===== config.mk =====
export PLATFORM = sky130hd
export DESIGN_NAME = rca_result_stage
export DESIGN_NICKNAME = d
export VERILOG_FILES = /design/src/rtl/rca_result_stage.sv
export SDC_FILE = /design/constraint.sdc
export NUM_CORES = 1
export LEC_CHECK = 0
export ABC_AREA = 1
export ABC_CLOCK_PERIOD_IN_PS = 1600
export BUFFER_PORTS_ARGS = -buffer_cell sky130_fd_sc_hd__buf_2
export CAP_MARGIN = 20
export CORE_MARGIN = 1
export CORE_UTILIZATION = 55
export CTS_BUF_LIST = sky130_fd_sc_hd__clkbuf_2 sky130_fd_sc_hd__clkbuf_4 sky130_fd_sc_hd__clkbuf_8
export DETAILED_ROUTE_END_ITERATION = 8
export GPL_ROUTABILITY_DRIVEN = 0
export HOLD_SLACK_MARGIN = 0.12
export PLACE_DENSITY = 0.79
export RECOVER_POWER = 100
export SYNTH_ARGS = -nofsm -noshare
export SYNTH_HDL_FRONTEND = slang
export SYNTH_SLANG_ARGS = --single-unit
export TNS_END_PERCENT = 5

===== constraint.sdc =====
create_clock -name clk -period 1.6 [get_ports clk]
set_input_delay 0 -clock clk [delete_from_list [all_inputs] [get_ports clk]]
set_output_delay 0 -clock clk [all_outputs]
set_load 0.05 [all_outputs]

===== src/rtl/rca_result_stage.sv =====
// Registered result stage behind the 64-bit ripple-carry adder: derives Z/N/C/V,
// two-entry skid buffer with valid/ready. Optional RCA_RESULT_STICKY_EN adds sticky overflow.
module rca_result_stage #(
    parameter int WIDTH = 64,
    parameter int TAG_W = 4
) (
    input  logic             clk,
    input  logic             rst_n,
    input  logic             in_valid,
    output logic             in_ready,
    input  logic [WIDTH-1:0] S,
    input  logic             Cout,
    input  logic             A_msb,
    input  logic             B_msb,
    input  logic [TAG_W-1:0] in_tag,
    output logic             out_valid,
    input  logic             out_ready,
    output logic [WIDTH-1:0] R,
    output logic             Z,
    output logic             N,
    output logic             C,
    output logic             V,
    output logic [TAG_W-1:0] out_tag,
    input  logic             sticky_clr,
    output logic             sticky_V
);

    // Entry layout: {sum, tag, Z, N, C, V}
    localparam int EW = WIDTH + TAG_W + 4;

    typedef enum logic [1:0] {
        ST_EMPTY = 2'd0,
        ST_ONE   = 2'd1,
        ST_TWO   = 2'd2
    } state_t;

    state_t          r_state;
    state_t          w_state_nxt;
    logic [EW-1:0]   r_out;
    logic [EW-1:0]   r_skid;
    logic [EW-1:0]   w_new_entry;
    logic            w_acc;
    logic            w_dlv;
    logic            w_ld_out_new;
    logic            w_ld_out_skid;
    logic            w_ld_skid;

    function automatic logic [3:0] calc_flags(
        input logic [WIDTH-1:0] s,
        input logic             cout,
        input logic             a_msb,
        input logic             b_msb
    );
        logic z;
        logic n;
        logic v;
        z = (s == '0);
        n = s[WIDTH-1];
        // Signed overflow: same-sign operands producing a sum of the other sign
        v = (a_msb == b_msb) && (s[WIDTH-1] != a_msb);
        return {z, n, cout, v};
    endfunction

    assign w_new_entry = {S, in_tag, calc_flags(S, Cout, A_msb, B_msb)};

    // Handshake is decoded purely from the state register, never from out_ready
    assign in_ready  = (r_state != ST_TWO);
    assign out_valid = (r_state != ST_EMPTY);
    assign w_acc     = in_valid && in_ready;
    assign w_dlv     = out_valid && out_ready;

    always_comb begin
        w_state_nxt   = r_state;
        w_ld_out_new  = 1'b0;
        w_ld_out_skid = 1'b0;
        w_ld_skid     = 1'b0;
        case (r_state)
            ST_EMPTY: begin
                if (w_acc) begin
                    w_state_nxt  = ST_ONE;
                    w_ld_out_new = 1'b1;
                end
            end
            ST_ONE: begin
                case ({w_acc, w_dlv})
                    2'b11: w_ld_out_new = 1'b1;
                    2'b01: w_state_nxt  = ST_EMPTY;
                    2'b10: begin
                        w_ld_skid   = 1'b1;
                        w_state_nxt = ST_TWO;
                    end
                    default: ;
                endcase
            end
            ST_TWO: begin
                if (w_dlv) begin
                    w_ld_out_skid = 1'b1;
                    w_state_nxt   = ST_ONE;
                end
            end
            default: w_state_nxt = ST_EMPTY;
        endcase
    end

    always_ff @(posedge clk or negedge rst_n) begin
        if (!rst_n) begin
            r_state <= ST_EMPTY;
        end else begin
            r_state <= w_state_nxt;
        end
    end

    always_ff @(posedge clk or negedge rst_n) begin
        if (!rst_n) begin
            r_out  <= '0;
            r_skid <= '0;
        end else begin
            if (w_ld_out_new) begin
                r_out <= w_new_entry;
            end else if (w_ld_out_skid) begin
                r_out <= r_skid;
            end
            if (w_ld_skid) begin
                r_skid <= w_new_entry;
            end
        end
    end

    assign R       = r_out[EW-1 -: WIDTH];
    assign out_tag = r_out[4 +: TAG_W];
    assign Z       = r_out[3];
    assign N       = r_out[2];
    assign C       = r_out[1];
    assign V       = r_out[0];

`ifdef RCA_RESULT_STICKY_EN
    logic r_sticky_v;

    // A set from an overflowing deliver outranks a clear in the same cycle
    always_ff @(posedge clk or negedge rst_n) begin
        if (!rst_n) begin
            r_sticky_v <= 1'b0;
        end else if (w_dlv && r_out[0]) begin
            r_sticky_v <= 1'b1;
        end else if (sticky_clr) begin
            r_sticky_v <= 1'b0;
        end
    end

    assign sticky_V = r_sticky_v;
`else
    logic w_unused_sticky_clr;

    assign w_unused_sticky_clr = sticky_clr;
    assign sticky_V            = 1'b0;
`endif

endmodule


==> flow_metrics.py <==
metrics = {
    "sta": {
        "tightest_slew_ns": 0.646,
        "relSlewSlack": 0.571,
        "final-setup-viol-count": 0,
        "fin_crit_ns": 1.47,
        "timing.final.max_slew_violations": 0,
        "fin_skew_ns": 0.00710,
        "rsz0062_at_grt": "no",
        "whs_ns": 0.336,
        "tns_ns": 0,
        "hold_viol": 0,
        "period_share": 0.920,
        "max_freq_mhz": 680,
    },
    "final_layout": {
        "multiInputGateArea_um2": 2030,
        "area_delta_synth_final_pct": 33.0,
        "fin_nets": 989,
        "finalInstanceArea_um2": 8140,
        "nFillCells": 772,
        "drive_gt1_frac": 0.146,
        "diodes": 0,
        "seqCellArea_um2": 3600,
    },
    "worst_setup_path": {
        "end_kind": "flip-flop",
        "critPathSlowestCell": "dfrtp_1",
        "critPathMaxFanout": 16,
        "crit_type": "reg2reg",
        "cp_data_arrival_time_ns": 1.76,
        "crit_buf_inv": 2,
        "required_ns": 1.88,
        "cp_top_family": "simple AND/OR/NAND/NOR gates",
        "cpPeakStageDelay_ns": 0.42,
        "critical_path.cell_chain": "nor2_2 -> nand2_4 -> inv_2 -> nor2_8 -> clkbuf_4 -> nand2_1 -> o211ai_1",
        "critPathLaunchType": "flip-flop",
    },
    "synth": {
        "synth_top_area_share": 0.589,
        "yosys.area.top_type": "dfrtp_1",
        "ys_warn_count": 0,
        "ys_seq_area_frac": 0.589,
        "syn-instance-count": 691,
        "syn_area_per_cell_um2": 8.86,
        "syn_area_um2": 6120,
        "syn_nets": 767,
        "synth_seq_cells": 144,
        "yosys-top-cells-area": "dfrtp_1 59%, nand2_1 15%, o211ai_1 8.6%",
        "yosysUniqueCellTypes": 20,
    },
    "grt": {
        "grt_max_degree": 56,
        "grt_pass1_wl_mm": 25.9,
        "grtUsageTotal": 0.289,
        "antenna_found_initial": 0,
        "grt_overflow": 0,
        "grt_pass1_vias": 5672,
    },
    "job": {
        "drv_cap": 0,
    },
    "drt": {
        "avgRoutedWirePerCell_um": 14.8,
        "vias_per_cell": 5.25,
        "drt_iter0_drc": 415,
        "drc": 0,
        "drt-total-wl_mm": 15.8,
        "ant_nets": 0,
        "via_count": 5595,
        "first_pass_iters": 5,
    },
    "die": {
        "die_w_um": 108,
        "io_pins": 151,
        "die-area_um2": 11600,
        "num_rows": 38,
        "start_util": 0.565,
        "die_y_um": 108,
        "design.core.area_um2": 10800,
    },
    "power_and_ir_drop": {
        "vdd_ir_drop_max_v": 0.000841,
        "power_density_nw_per_um2": 1540,
        "static-leakage-power_nw": 3.92,
    },
    "clock_network": {
        "cts_tree": "yes",
        "cts-buffers-inserted": 17,
        "post-cts-setup-buffers": 0,
        "htreeDepth": 4,
        "cts-root-buf": "clkbuf_8",
        "clk_latency_ns": 0.42,
        "clock_sinks": 144,
        "clk_pin_slew_ns": 0.08,
        "clock_path_buffers": 2,
    },
    "outcome": {
        "outcome": "complete, no violations",
    },
    "worst_hold_path": {
        "hp-class": "in2reg",
    },
    "place": {
        "io_buffer_count": 148,
        "place_hpwl_mm": 9.73,
        "placed_area_um2": 7040,
    },
}
per-stage QoR:
stage | power, mW | util | instances | worst slack (ns)
CTS | 12.7 | 0.763 | 1066 | 0.148
global placement | 9.00 | 0.649 | 958 | 0.230
finish | 12.5 | 0.751 | 1066 | 0.129
global route | 13.1 | 0.751 | 1066 | 0.0120
detailed placement | 9.17 | 0.649 | 958 | 0.166
floorplan | 8.06 | - | 691 | 0.333
layout by cell type, fill, tap and decap left out, types with 5 or more instances in the layout:
cell,Yosys,routed
dfrtp_1,144,144
dlygate4sd3_1,0,76
clkbuf_2,0,5
inv_1,70,70
nor2_1,44,44
nand2_1,238,238
o211ai_1,70,70
clkbuf_8,0,20
buf_2,9,73
bufinv_16,0,5
clkbuf_1,20,72
buf_4,2,7
o21ai_0,66,72
worst paths after layout:
check / startpoint / end / slack, ns / depth (start not counted)
setup / recovery: r_state[1]$_DFFE_PN0P_ / r_out[65]$_DFFE_PN0P_ / 0.13 / 7
max in group asynchronous: rst_n / r_skid[1]$_DFFE_PN0P_ / 0.16 / 4
min in group asynchronous: rst_n / r_skid[46]$_DFFE_PN0P_ / 0.64 / 3
setup reg to reg: r_state[1]$_DFFE_PN0P_ / r_out[65]$_DFFE_PN0P_ / 0.13 / 7
hold reg to reg: r_skid[16]$_DFFE_PN0P_ / r_skid[16]$_DFFE_PN0P_ / 0.49 / 2
hold / removal: in_valid / r_state[0]$_DFFE_PN0P_ / 0.34 / 3
routing by layer:
metal	up-vias	track usage	routed length (µm)
met4	0	0.114	338
met5	-	0	0
met1	2684	0.356	6450
li1	2655	-	-
met2	226	0.498	8110
met3	30	0.0593	918
registers in the layout, summed over array words and instances, names as in the netlist:
name     count
r_out       71
r_state      2
r_skid      71
worst min-delay path, cell delays in order:
cell,delay [ns]
dlygate4sd3_1,0.53
buf_2,0.11
o31ai_1,0.07
area by class of cell:
type                       instances  share of cell area
timing repair buffer             241               0.194
clock inverter                    10              0.0223
tap                              140              0.0215
clock buffer                      22              0.0356
sequential                       144               0.443
multi-input combinational        435               0.250
inverter                          74              0.0341
report_power, final:
part           switching, mW  internal (mW)
registers              0.621           4.70
clock network           1.33           2.01
logic                   2.87          0.972
total                   4.82           7.68
cells in the mapped netlist:
| cell | instances |
|---|---|
| nand2_1 | 238 |
| dfrtp_1 | 144 |
| inv_1 | 70 |
| o211ai_1 | 70 |
| o21ai_0 | 66 |
| nor2_1 | 44 |
| clkbuf_1 | 20 |
| buf_2 | 9 |
| buf_6 | 7 |
| o21ai_1 | 7 |
| inv_2 | 4 |
| buf_4 | 2 |
| nand3_1 | 2 |
| nor2_2 | 2 |
| conb_1 | 1 |
| nand2_2 | 1 |
| nand2_4 | 1 |
| nor2_8 | 1 |
| o31ai_1 | 1 |
| or2_2 | 1 |
cells by family (layout without fill, tap and decap cells):
kind of cell | count (synthesis) | count (layout) | synth area share
buffers and inverters | 112 | 347 | 0.0803
DFF | 144 | 144 | 0.589
AOI/OAI and AO/OA | 144 | 144 | 0.147
and+or+nand+nor | 290 | 290 | 0.184
other | 1 | 1 | 0.000613
what timing repair did:
item | 4_1_cts | 5_1_grt
resized for setup | 0 | 0
hold buffers | 76 | 0
endpoints found under the hold margin | 288 | 0
Note: power is estimated with default switching activity, not from simulation.
